==> src/rtl/sf_input_pkg.sv <==
// Shared constants and types for the input controller: PS/2 scan codes,
// udlrtsc bit positions, coin FSM state encoding and the key-latch bundle.
package sf_input_pkg;

  // Direction keys: only the low 8 bits are compared, so the E0-extended
  // (bit 8 set) and plain variants both select the same latch.
  localparam logic [7:0] SC_UP    = 8'h75;
  localparam logic [7:0] SC_DOWN  = 8'h72;
  localparam logic [7:0] SC_LEFT  = 8'h6B;
  localparam logic [7:0] SC_RIGHT = 8'h74;

  // Function keys: all 9 bits must match.
  localparam logic [8:0] SC_TRIG   = 9'h014;
  localparam logic [8:0] SC_F1     = 9'h005;
  localparam logic [8:0] SC_F2     = 9'h006;
  localparam logic [8:0] SC_START1 = 9'h016;
  localparam logic [8:0] SC_START2 = 9'h01E;
  localparam logic [8:0] SC_COIN   = 9'h02E;

  // Bit positions inside udlrtsc.
  localparam int UD_UP    = 6;
  localparam int UD_DOWN  = 5;
  localparam int UD_LEFT  = 4;
  localparam int UD_RIGHT = 3;
  localparam int UD_TRIG  = 2;
  localparam int UD_START = 1;
  localparam int UD_COIN  = 0;

  typedef enum logic [1:0] {
    COIN_IDLE     = 2'd0,
    COIN_HOLD     = 2'd1,
    COIN_WAIT_REL = 2'd2,
    COIN_GAP      = 2'd3
  } coin_state_e;

  // One latch per mapped key, loaded with the "pressed" flag on each event.
  typedef struct packed {
    logic up;
    logic down;
    logic left;
    logic right;
    logic trig;
    logic f1;
    logic f2;
    logic start1;
    logic start2;
    logic coin;
  } key_latch_t;

endpackage

==> src/rtl/sf_coin_stretch.sv <==
// Coin pulse stretcher: turns any coin_raw rising edge into a coin pulse at
// least COIN_MIN_FRAMES frame ticks long, held further while coin_raw stays
// high, followed by a one-tick guard gap. Edges outside IDLE are dropped.
module sf_coin_stretch
  import sf_input_pkg::*;
#(
  parameter int COIN_MIN_FRAMES = 4
) (
  input  logic clk_sys,
  input  logic reset,
  input  logic frame_tick,
  input  logic coin_raw,
  output logic coin
);

  localparam logic [3:0] C_MIN = 4'(COIN_MIN_FRAMES);

  coin_state_e r_state;
  coin_state_e w_next;
  logic [3:0]  r_cnt;
  logic [3:0]  w_cnt_next;
  logic        r_coin_raw_d;
  logic        r_coin;
  logic        w_rise;

  assign w_rise = coin_raw & ~r_coin_raw_d;

  // Next-state and counter logic for the coin FSM.
  always_comb begin
    // NOTE: every output of this block gets a default first, so no path can
    // leave a value unassigned and infer a latch.
    w_next     = r_state;
    w_cnt_next = r_cnt;
    case (r_state)
      COIN_IDLE: begin
        // A tick coinciding with the edge is not counted: the load wins.
        if (w_rise) begin
          w_next     = COIN_HOLD;
          w_cnt_next = C_MIN;
        end
      end
      COIN_HOLD: begin
        if (frame_tick) begin
          if (r_cnt <= 4'd1) begin
            w_cnt_next = 4'd0;
            w_next     = coin_raw ? COIN_WAIT_REL : COIN_GAP;
          end else begin
            w_cnt_next = r_cnt - 4'd1;
          end
        end
      end
      COIN_WAIT_REL: begin
        if (!coin_raw) w_next = COIN_GAP;
      end
      COIN_GAP: begin
        if (frame_tick) w_next = COIN_IDLE;
      end
      default: w_next = COIN_IDLE;
    endcase
  end

  // State, counter, edge register and registered coin output.
  always_ff @(posedge clk_sys or posedge reset) begin
    // NOTE: sequential state uses non-blocking assignments so every register
    // samples pre-edge values regardless of statement order.
    if (reset) begin
      r_state      <= COIN_IDLE;
      r_cnt        <= 4'd0;
      r_coin_raw_d <= 1'b1;
      r_coin       <= 1'b0;
    end else begin
      r_state      <= w_next;
      r_cnt        <= w_cnt_next;
      r_coin_raw_d <= coin_raw;
      r_coin       <= (w_next == COIN_HOLD) || (w_next == COIN_WAIT_REL);
    end
  end

  assign coin = r_coin;

endmodule

==> src/rtl/sf_input_ctrl.sv <==
// Input controller: decodes PS/2 key events into key latches, merges them
// with two joypads and drives the registered udlrtsc vector. The coin bit is
// stretched by sf_coin_stretch. Optional autofire is enabled by defining the
// macro SF_AUTOFIRE_EN.
module sf_input_ctrl
  import sf_input_pkg::*;
#(
  parameter int COIN_MIN_FRAMES = 4,
  parameter int AUTOFIRE_FRAMES = 3
) (
  input  logic        clk_sys,
  input  logic        reset,
  input  logic [10:0] ps2_key,
  input  logic [15:0] joystk1,
  input  logic [15:0] joystk2,
  input  logic        vblank,
  output logic [6:0]  udlrtsc
);

  logic       r_ps2_tog;
  logic       r_armed;
  key_latch_t r_keys;
  key_latch_t w_keys_next;
  logic       r_vblank_d;
  logic       r_frame_tick;
  logic [6:1] r_out;
  logic       w_event;
  logic [8:0] w_code;
  logic       w_pressed;
  logic       w_af_phase;
  logic       w_up, w_down, w_left, w_right, w_trig;
  logic       w_start1, w_start2, w_coin_raw, w_coin;

  assign w_code    = ps2_key[8:0];
  assign w_pressed = ps2_key[9];
  // r_armed blocks decoding on the first cycle out of reset, when the toggle
  // register is only capturing the current ps2_key[10] level.
  assign w_event   = r_armed & (ps2_key[10] ^ r_ps2_tog);

  // Key latch update on a PS/2 event; unmapped codes leave all latches alone.
  always_comb begin
    w_keys_next = r_keys;
    if (w_event) begin
      if (w_code[7:0] == SC_UP)    w_keys_next.up     = w_pressed;
      if (w_code[7:0] == SC_DOWN)  w_keys_next.down   = w_pressed;
      if (w_code[7:0] == SC_LEFT)  w_keys_next.left   = w_pressed;
      if (w_code[7:0] == SC_RIGHT) w_keys_next.right  = w_pressed;
      if (w_code == SC_TRIG)       w_keys_next.trig   = w_pressed;
      if (w_code == SC_F1)         w_keys_next.f1     = w_pressed;
      if (w_code == SC_F2)         w_keys_next.f2     = w_pressed;
      if (w_code == SC_START1)     w_keys_next.start1 = w_pressed;
      if (w_code == SC_START2)     w_keys_next.start2 = w_pressed;
      if (w_code == SC_COIN)       w_keys_next.coin   = w_pressed;
    end
  end

  // PS/2 toggle tracking, key latches and frame-tick generation.
  always_ff @(posedge clk_sys or posedge reset) begin
    if (reset) begin
      r_ps2_tog    <= 1'b0;
      r_armed      <= 1'b0;
      r_keys       <= '0;
      r_vblank_d   <= 1'b1;
      r_frame_tick <= 1'b0;
    end else begin
      r_ps2_tog    <= ps2_key[10];
      r_armed      <= 1'b1;
      r_keys       <= w_keys_next;
      r_vblank_d   <= vblank;
      r_frame_tick <= vblank & ~r_vblank_d;
    end
  end

`ifdef SF_AUTOFIRE_EN
  logic [3:0] r_af_cnt;
  logic       r_af_toggle;

  // Phase is high from the first held cycle and flips every
  // AUTOFIRE_FRAMES ticks; releasing the button clears everything.
  assign w_af_phase = joystk1[5] & ~r_af_toggle;

  // Autofire tick counter and phase toggle.
  always_ff @(posedge clk_sys or posedge reset) begin
    if (reset) begin
      r_af_cnt    <= 4'd0;
      r_af_toggle <= 1'b0;
    end else if (!joystk1[5]) begin
      r_af_cnt    <= 4'd0;
      r_af_toggle <= 1'b0;
    end else if (r_frame_tick) begin
      if (r_af_cnt == 4'(AUTOFIRE_FRAMES - 1)) begin
        r_af_cnt    <= 4'd0;
        r_af_toggle <= ~r_af_toggle;
      end else begin
        r_af_cnt <= r_af_cnt + 4'd1;
      end
    end
  end

  logic w_unused;
  assign w_unused = ^{joystk1[15:9], joystk2[15:8], joystk2[5:0]};
`else
  assign w_af_phase = 1'b0;

  logic w_unused;
  assign w_unused = ^{joystk1[15:9], joystk1[5], joystk2[15:8], joystk2[5:0],
                      4'(AUTOFIRE_FRAMES)};
`endif

  assign w_up       = r_keys.up    | joystk1[3];
  assign w_down     = r_keys.down  | joystk1[2];
  assign w_left     = r_keys.left  | joystk1[1];
  assign w_right    = r_keys.right | joystk1[0];
  assign w_trig     = r_keys.trig  | joystk1[4] | w_af_phase;
  assign w_start1   = r_keys.f1 | r_keys.start1 | joystk1[6] | joystk2[6];
  assign w_start2   = r_keys.f2 | r_keys.start2 | joystk1[7] | joystk2[7];
  assign w_coin_raw = r_keys.f1 | r_keys.coin | joystk1[8];

  sf_coin_stretch #(
    .COIN_MIN_FRAMES(COIN_MIN_FRAMES)
  ) u_coin (
    .clk_sys   (clk_sys),
    .reset     (reset),
    .frame_tick(r_frame_tick),
    .coin_raw  (w_coin_raw),
    .coin      (w_coin)
  );

  // One-cycle output register for the merged direction/trigger/start bits.
  // start2 has no slot of its own in udlrtsc and shares the start bit.
  always_ff @(posedge clk_sys or posedge reset) begin
    if (reset) begin
      r_out <= '0;
    end else begin
      r_out[UD_UP]    <= w_up;
      r_out[UD_DOWN]  <= w_down;
      r_out[UD_LEFT]  <= w_left;
      r_out[UD_RIGHT] <= w_right;
      r_out[UD_TRIG]  <= w_trig;
      r_out[UD_START] <= w_start1 | w_start2;
    end
  end

  assign udlrtsc = {r_out, w_coin};

endmodule
==> config.mk <==
export PLATFORM = sky130hd
export DESIGN_NAME = sf_input_ctrl
export DESIGN_NICKNAME = d
export VERILOG_FILES = /design/src/rtl/sf_input_pkg.sv /design/src/rtl/sf_coin_stretch.sv /design/src/rtl/sf_input_ctrl.sv
export SDC_FILE = /design/constraint.sdc
export NUM_CORES = 1
export LEC_CHECK = 0
export ABC_AREA = 1
export BUFFER_PORTS_ARGS = -buffer_cell sky130_fd_sc_hd__clkbuf_2
export CAP_MARGIN = 10
export CORE_MARGIN = 2
export CORE_UTILIZATION = 43
export DETAILED_ROUTE_END_ITERATION = 10
export HOLD_SLACK_MARGIN = 0.03
export PLACE_DENSITY_LB_ADDON = 0.25
export SLEW_MARGIN = 40
export SYNTH_ARGS = -nofsm -noshare
export SYNTH_HDL_FRONTEND = slang
export SYNTH_HIERARCHICAL = 1
export SYNTH_SLANG_ARGS = --single-unit
==> constraint.sdc <==
create_clock -name clk_sys -period 1.25 [get_ports clk_sys]
set_input_delay 0.125 -clock clk_sys [delete_from_list [all_inputs] [get_ports clk_sys]]
set_output_delay 0.125 -clock clk_sys [all_outputs]
set_load 0.05 [all_outputs]
==> results.toml, run 1 <==
[run_status]
status = "complete, but fails checks"
violations = "setup timing"

[floorplanning]
row_count = 20
ioPinCount = 53
fp.dieH_um = 61.3
initial_core_util_pct = 45.9
die_w_um = 61.3
die_area_um2 = 3760
core_area_um2 = 3080

[sta]
fin_crit_sh_pct = 105
finalSetupViolations = 4
hold_viol_final = 0
report.final.slew_viol_count = 0
fmax_mhz = 763
rsz0062_at_grt = "true"
finClkSkew_ns = 0.00394
setup_slack_ns = -0.0600
finalCriticalPeriod_ns = 1.31
whs_ns = 0.0688

[cts]
root_buffer = "clkbuf_4"
tritoncts = "yes"
clockBufferDepth = 2
numCtsBuffers = 3
clkLatencyLatePin_ns = 0.31
path_clk_slew_ns = 0.13
cts.sinks = 28
htree_levels = 1

[worst_setup_path]
criticalPathCategory = "register to register"
end_kind = "register"
worst_ep_required_time_ns = 1.46
arrival_ns = 1.52
critPathMaxFanout = 4
start_kind = "register"
reg2regPathDepth = 7

[synthesis]
synth_area_leaders = "dfrtp_1 (46%), nand2_1 (12%), inv_1 (5.6%)"
syn_inst = 179
ys_warn_count = 6
synth_top_cell_area_share_pct = 46.1
ys_seq_elements = 28
synth_largest_area_cell = "dfrtp_1"
seq_area_frac_synth_pct = 49.8
synth_area_um2 = 1410
avgSynthCellArea_um2 = 7.89
synth.distinct_cells = 25
syn-num-nets = 227

[final_layout]
layout_commonest_cell = "nand2_1"
diodes = 0
final_nets = 284
drive_gt1_share_pct = 35.3
multi_input_area_um2 = 631
fillers = 291
syn_to_final_growth_pct = 34.9
final_cell_mix = "nand2_1 (40), clkbuf_2 (29), dfrtp_1 (26), nor2_1 (18), inv_1 (17)"
regArea_um2 = 703

[place]
dp_hpwl_um = 1950
gp_congestion = 0.770
port_buffers = 30
pre_cts_ws_ns = -0.0888

[route]
wirelength_um = 2680
first_pass_iters = 4
vias = 1255
via_per_inst = 4.50
wire_per_inst_um = 9.59
drc_errors = 0
drtIter0Drc = 29
ant_nets = 0

[global_route]
antenna_found_initial = 0
grt_start_max_net_pins = 21
grt-ovfl-total = 0
grt_pass1_vias = 1106
grtUsageTotal_pct = 16.2
grt_pass1_wl_um = 4510

[flow_run]
maxCapViolations = 0

[power]
vdd_ir_drop_max_mv = 0.393
power.density_nw_per_um2 = 1320
cellLeakagePower_nw = 0.973

[hold_path]
hold_path_depth = 2
worstHoldPathType = "input port to register"
cell usage after synthesis:
library cell  count
nor3_1            1
dfrtp_1          26
nand3_1          15
a21oi_2           1
conb_1            1
o21ai_0           2
nand4_1           7
inv_2             4
or2_2             5
o21ai_1           7
buf_4             1
xor2_1            1
ha_1              2
nor2_1           21
clkinv_1          1
nand2_1          45
nor2_2            6
nor2_4            1
buf_6             1
or3_1             1
inv_1            21
o22ai_1           2
nand2_2           3
dfstp_2           2
nor4_1            2
final timing paths:
kind	start	end	slack [ns]
hold / removal	joystk1[8]	u_coin/r_coin_raw_d$_DFF_PP1_	0.07
min in group asynchronous	reset	u_coin/r_cnt[3]$_DFFE_PP0P_	0.29
hold reg to reg	r_keys[5]$_DFFE_PP0P_	r_keys[5]$_DFFE_PP0P_	0.48
setup reg to reg	r_keys[4]$_DFFE_PP0P_	u_coin/r_cnt[2]$_DFFE_PP0P_	-0.06
max in group asynchronous	reset	r_vblank_d$_DFF_PP1_	0.62
setup / recovery	r_keys[4]$_DFFE_PP0P_	u_coin/r_cnt[2]$_DFFE_PP0P_	-0.06
layout make-up:
type                    count  area share [%]
well taps                  44            2.89
multi-input cells         123            33.1
clock buffers               4            1.38
flip-flops and latches     28            36.9
repair buffers             54            20.6
inverters                  26            5.12
sequential cells by signal, indices dropped and copies added (netlist names), 2 cells and up:
name            count
r_keys             10
r_out               6
u_coin/r_cnt        4
u_coin/r_state      2
timing repair:
item | in CTS | in global routing
buffers inserted | 2 | 3
pin swaps | 4 | 10
endpoints found under the hold margin | 36 | 0
hold buffers | 12 | 0
gates cloned | 0 | 1
endpoints found under the setup margin | 6 | 13
gates resized for setup | 5 | 10
cells by family after synthesis:
kind of cell	after synthesis	share of synthesized area, %
xor+xnor	1	0.620
other cells	1	0.265
buf+inv	28	8.24
fa+ha+maj	2	1.77
simple gates	107	34.6
flops	28	49.8
compound gates	12	4.69
stage by stage:
step	setup TNS [ns]	instance area (um^2)	instances	power (mW)	util, %
floorplan	0	1420	179	1.83	-
global placement	-0.221	1670	258	2.05	54.2
detailed placement	-0.276	1670	258	2.07	54.2
CTS	-0.152	1840	276	2.49	59.7
global route	-0.721	1910	279	2.74	61.9
finish	-0.190	1910	279	2.52	61.9
critical path, stage by stage, from the launching register on:
cell and delay, ns:
dfrtp_1 0.40, or3_4 0.42, inv_2 0.07, nor2_2 0.04, nand2_2 0.06, nand2_2 0.07, o21ai_1 0.07, o21ai_1 0.07
power breakdown:
group          switching [mW]  internal [mW]
registers              0.0947           1.04
clock network           0.237          0.124
logic                   0.600          0.422
routing by layer:
metal	vias to the layer above	GRT usage [%]	wire length, um
met1	561	20.4	1200
met4	0	5.59	27
met5	-	0	0
met2	16	28.6	1390
met3	2	1.89	57
li1	676	-	-
Power figures use the tool's default switching activity.
==> inputs of run 2 (changes only) <==
--- a/config.mk
+++ b/config.mk
@@ -11,6 +11,7 @@
 export CORE_MARGIN = 2
 export CORE_UTILIZATION = 43
 export DETAILED_ROUTE_END_ITERATION = 10
+export GPL_TIMING_DRIVEN = 0
 export HOLD_SLACK_MARGIN = 0.03
 export PLACE_DENSITY_LB_ADDON = 0.25
 export SLEW_MARGIN = 40
==> results.toml, run 2 (same netlist as run 1, synthesis figures left out) <==
[final_layout]
diodes = 0
final_nets = 277
layout_commonest_cell = "nand2_1"
utilization_pct = 59.6
fillers = 301
regArea_um2 = 704
largest_reg_flops = 10
largestRegisters = "r_keys: 10 flops, r_out: 6 flops, u_coin/r_cnt: 4 flops"
syn_to_final_growth_pct = 29.9
multi_input_area_um2 = 631
top_register = "r_keys"
drive_gt1_share_pct = 31.6
final_cell_mix = "nand2_1 (43), clkbuf_2 (29), dfrtp_1 (25), nor2_1 (20), inv_1 (16)"

[sta]
slew_headroom_pct = 54.1
tightest_slew_ns = 0.685
report.final.slew_viol_count = 0
finalSetupViolations = 4
hold_viol_final = 0
finClkSkew_ns = 0.00175
rsz0062_at_grt = "true"
fmax_mhz = 763
fin_crit_sh_pct = 105
setup_slack_ns = -0.0611
finalCriticalPeriod_ns = 1.31

[hold_path]
worstHoldPathType = "input port to register"
min_from = "joystk1[8]"
hold_end = "u_coin/r_coin_raw_d$_DFF_PP1_"
hold_path_depth = 2

[power]
cellLeakagePower_nw = 0.930
power.density_nw_per_um2 = 1400
power_mw = 2.56
vdd_ir_drop_max_mv = 0.487

[route]
wirelength_um = 2680
wire_per_inst_um = 9.85
drc_errors = 0
drtIter0Drc = 41
first_pass_iters = 4
ant_nets = 0
via_per_inst = 4.56
vias = 1240

[worst_setup_path]
arrival_ns = 1.53
r2r-start = "r_keys[4]$_DFFE_PP0P_"
end_kind = "register"
criticalPathCategory = "register to register"
critPathMaxFanout = 4
start_kind = "register"
r2r_setup_slack_ns = -0.06
reg2regPathDepth = 7
rr_endpoint = "u_coin/r_cnt[2]$_DFFE_PP0P_"
worst_ep_required_time_ns = 1.47

[cts]
htree_levels = 1
path_clk_slew_ns = 0.14
tritoncts = "yes"
hold_buffers = 12
clockBufferDepth = 2
root_buffer = "clkbuf_4"
clkLatencyLatePin_ns = 0.32
numCtsBuffers = 3
cts.sinks = 28

[floorplanning]
die_area_um2 = 3760
row_count = 20
die_w_um = 61.3
core_area_um2 = 3080
fp.dieH_um = 61.3
initial_core_util_pct = 45.9
ioPinCount = 53

[run_status]
status = "complete, but fails checks"
violations = "setup timing"

[global_route]
grt_pass1_wl_um = 4440
antenna_found_initial = 0
grt_pass1_vias = 1111
grtUsageTotal_pct = 16.0
grt-ovfl-total = 0
grt_start_max_net_pins = 21

[flow_run]
maxCapViolations = 0

[place]
dp_hpwl_um = 1940
gp_congestion = 0.765
port_buffers = 30
run 2: power by group:
group,total [mW],internal (mW),switching (mW)
logic,0.991,0.387,0.604
registers,1.15,1.04,0.104
clock network,0.422,0.178,0.244
total,2.56,1.61,0.952
run 2: layer usage:
| layer | wire length [um] | GRT usage [%] | vias to the layer above |
|---|---|---|---|
| met3 | 79 | 2.31 | 4 |
| met4 | 46 | 9.32 | 0 |
| met1 | 1180 | 19.0 | 549 |
| met2 | 1370 | 27.5 | 24 |
| met5 | 0 | 0 | - |
| li1 | - | - | 663 |
run 2: repair_timing:
item | 4_1_cts | 5_1_grt
endpoints found under the setup margin | 6 | 10
setup buffers | 2 | 1
resized for setup | 6 | 6
cloned | 0 | 1
pin swaps | 5 | 3
hold endpoints to repair | 36 | 1
run 2: worst max-delay path by stage:
stage                           startpoint                     endpoint  slack (ns)  cells after the start
2_1_floorplan        r_keys[0]$_DFFE_PP0P_  u_coin/r_cnt[2]$_DFFE_PP0P_        0.02                      7
3_3_place_gp   u_coin/r_cnt[0]$_DFFE_PP0P_        u_coin/coin$_DFF_PP0_       -0.07                     10
3_5_place_dp   u_coin/r_cnt[0]$_DFFE_PP0P_        u_coin/coin$_DFF_PP0_        -0.1                     10
4_1_cts              r_keys[4]$_DFFE_PP0P_  u_coin/r_cnt[2]$_DFFE_PP0P_       -0.05                      7
5_1_grt              r_keys[4]$_DFFE_PP0P_  u_coin/r_cnt[2]$_DFFE_PP0P_       -0.12                      7
6_report             r_keys[4]$_DFFE_PP0P_  u_coin/r_cnt[2]$_DFFE_PP0P_       -0.06                      7
run 2: metrics by stage:
step / TNS (ns) / instance area, um^2 / hold WS [ns] / worst slack [ns] / instances
5_1_grt: -0.486 / 1840 / 0.0288 / -0.123 / 272
6_report: -0.127 / 1840 / 0.0410 / -0.0611 / 272
4_1_cts: -0.141 / 1810 / 0.0309 / -0.0484 / 271
3_5_place_dp: -0.248 / 1620 / 0.0903 / -0.0960 / 253
2_1_floorplan: 0 / 1420 / -0.0601 / 0.0208 / 179
3_3_place_gp: -0.196 / 1620 / 0.0872 / -0.0686 / 253
run 2: worst max-delay path: stages, from the launching register on:
cell and delay [ns]:
dfrtp_1 0.40, or3_4 0.39, inv_2 0.06, nor2_1 0.03, nand2_1 0.07, nand2_2 0.09
o21ai_1 0.08, o21ai_1 0.08
run 2: layout make-up:
class / count / area share (%)
Multi-Input combinational cell: 123 / 34.4
Sequential cell: 28 / 38.4
Clock buffer: 4 / 1.98
Inverter: 26 / 5.32
Buffer: 2 / 1.02
Tap cell: 44 / 3.00
Timing Repair Buffer: 45 / 16.0
==> inputs of run 3 (changes only) <==
--- a/config.mk
+++ b/config.mk
@@ -10,10 +10,12 @@
 export CAP_MARGIN = 10
 export CORE_MARGIN = 2
 export CORE_UTILIZATION = 43
+export CTS_CLUSTER_DIAMETER = 60
 export DETAILED_ROUTE_END_ITERATION = 10
 export GPL_TIMING_DRIVEN = 0
 export HOLD_SLACK_MARGIN = 0.03
 export PLACE_DENSITY_LB_ADDON = 0.25
+export SETUP_SLACK_MARGIN = 0.5
 export SLEW_MARGIN = 40
 export SYNTH_ARGS = -nofsm -noshare
 export SYNTH_HDL_FRONTEND = slang
==> results.toml, run 3 (same netlist as run 1, synthesis figures left out) <==
[flow_run]
maxCapViolations = 0

[worst_setup_path]
criticalPathCategory = "register to register"
worst_ep_required_time_ns = 1.50
start_kind = "register"
arrival_ns = 1.59
slowest_delay_ns = 0.42
cpLargestDelayFamily = "simple AND/OR/NAND/NOR gates"
slowest_stage = "or3_4"
end_kind = "register"
critPathMaxFanout = 4
path_buf_inv = 1
reg2regPathDepth = 6
crit_chain = "or3_4 > inv_2 > nor2_1 > nand2_1 > nand2_2 > o22ai_1"
path_depth = 6

[final_layout]
drive_gt1_share_pct = 43.1
layout.cells.non_filler = 276
final_nets = 281
layout_commonest_cell = "nand2_1"
syn_to_final_growth_pct = 47.7
final_cell_mix = "nand2_1 (40), dfrtp_1 (26), clkbuf_2 (23), nor2_1 (19), inv_1 (16)"
fillers = 256
diodes = 0
largest_reg_flops = 10
top_register = "r_keys"
largestRegisters = "r_keys: 10 flops, r_out: 6 flops, u_coin/r_cnt: 4 flops"

[cts]
clkLatencyLatePin_ns = 0.32
cts.sinks = 28
clockBufferDepth = 2
root_buffer = "clkbuf_4"
path_clk_slew_ns = 0.15
htree_levels = 1
numCtsBuffers = 3
tritoncts = "yes"

[place]
gp_congestion = 0.755
port_buffers = 30
dpl.cell_count = 253
dp_hpwl_um = 1950

[hold_path]
hold_path_depth = 3
worstHoldPathType = "input port to register"

[route]
via_per_inst = 4.64
drtIter0Drc = 58
ant_nets = 0
vias = 1281
drc_errors = 0
wirelength_um = 2870
first_pass_iters = 5
wire_per_inst_um = 10.4

[sta]
finalSetupViolations = 4
finClkSkew_ns = 0.00222
setup_tns_ns = -0.311
tightest_slew_ns = 0.544
finalCriticalPeriod_ns = 1.34
fmax_mhz = 746
report.final.slew_viol_count = 0
setup_slack_ns = -0.0903
hold_viol_final = 2
slew_headroom_pct = 63.6
fin_crit_sh_pct = 107
rsz0062_at_grt = "true"
whs_ns = -0.0186

[floorplanning]
initial_core_util_pct = 45.9
die_area_um2 = 3760
fp.dieH_um = 61.3
row_count = 20
core_area_um2 = 3080
die_w_um = 61.3
ioPinCount = 53

[global_route]
grt-ovfl-total = 0
grt_start_max_net_pins = 21
grt_pass1_vias = 1140
grtUsageTotal_pct = 16.4
antenna_found_initial = 0
grt_pass1_wl_um = 4550

[power]
power.density_nw_per_um2 = 1330
cellLeakagePower_nw = 1.01
vdd_ir_drop_max_mv = 0.459

[run_status]
violations = "hold timing, setup timing"
status = "complete, but fails checks"
[run 3: repair_timing]
item / 4_1_cts / 5_1_grt
gates resized for setup: 34 / 21
setup buffers: 12 / 1
hold endpoints to repair: 36 / 6
setup endpoints to repair: 31 / 48
cloned: 1 / 0
hold buffers: 3 / 2
pin swaps: 13 / 15
[run 3: worst paths after layout]
kind,from,end,slack [ns]
setup / recovery,r_keys[4]$_DFFE_PP0P_,u_coin/r_cnt[1]$_DFFE_PP0P_,-0.09
hold / removal,joystk2[7],r_out[1]$_DFF_PP0_,-0.02
setup reg to reg,r_keys[4]$_DFFE_PP0P_,u_coin/r_cnt[1]$_DFFE_PP0P_,-0.09
hold reg to reg,r_keys[0]$_DFFE_PP0P_,r_keys[0]$_DFFE_PP0P_,0.50
max in group asynchronous,reset,r_vblank_d$_DFF_PP1_,0.59
min in group asynchronous,reset,u_coin/r_state[1]$_DFF_PP0_,0.32
[run 3: power by group]
group	leakage (nW)	switching, mW	internal, mW
Sequential	0.350	0.110	1.04
Clock	0.0210	0.260	0.178
Combinational	0.638	0.659	0.518
Total	1.01	1.03	1.74
[run 3: layer usage]
| metal | wire length, um | vias to the layer above | global-route usage (%) |
|---|---|---|---|
| li1 | - | 669 | - |
| met1 | 1230 | 591 | 19.1 |
| met2 | 1550 | 19 | 29.5 |
| met3 | 65 | 2 | 2.31 |
| met4 | 27 | 0 | 7.76 |
| met5 | 0 | - | 0 |
[run 3: final cells by class]
type,instances,area [um^2],share of cell area (%)
Timing Repair Buffer,49,408,19.6
Clock buffer,4,36.3,1.74
Tap cell,44,55.1,2.64
Inverter,26,101,4.86
Sequential cell,28,703,33.7
Buffer,2,22.5,1.08
Multi-Input combinational cell,123,759,36.4
[run 3: worst reg2reg max path, delay by kind of cell (launching register included)]
kind,cells,cell delay [ns]
flops,1,0.41
buf+inv,1,0.07
compound gates,1,0.16
simple gates,4,0.63
[run 3: stage by stage]
stage               total power, mW  worst slack, ns  area [um^2]  util [%]
finish                         2.77          -0.0903         2090      67.8
floorplan                      1.87           0.0270         1470         -
global route                   2.98           -0.177         2090      67.8
global placement               2.04          -0.0549         1670      54.3
detailed placement             2.06          -0.0658         1670      54.3
CTS                            2.70          -0.0551         1980      64.4
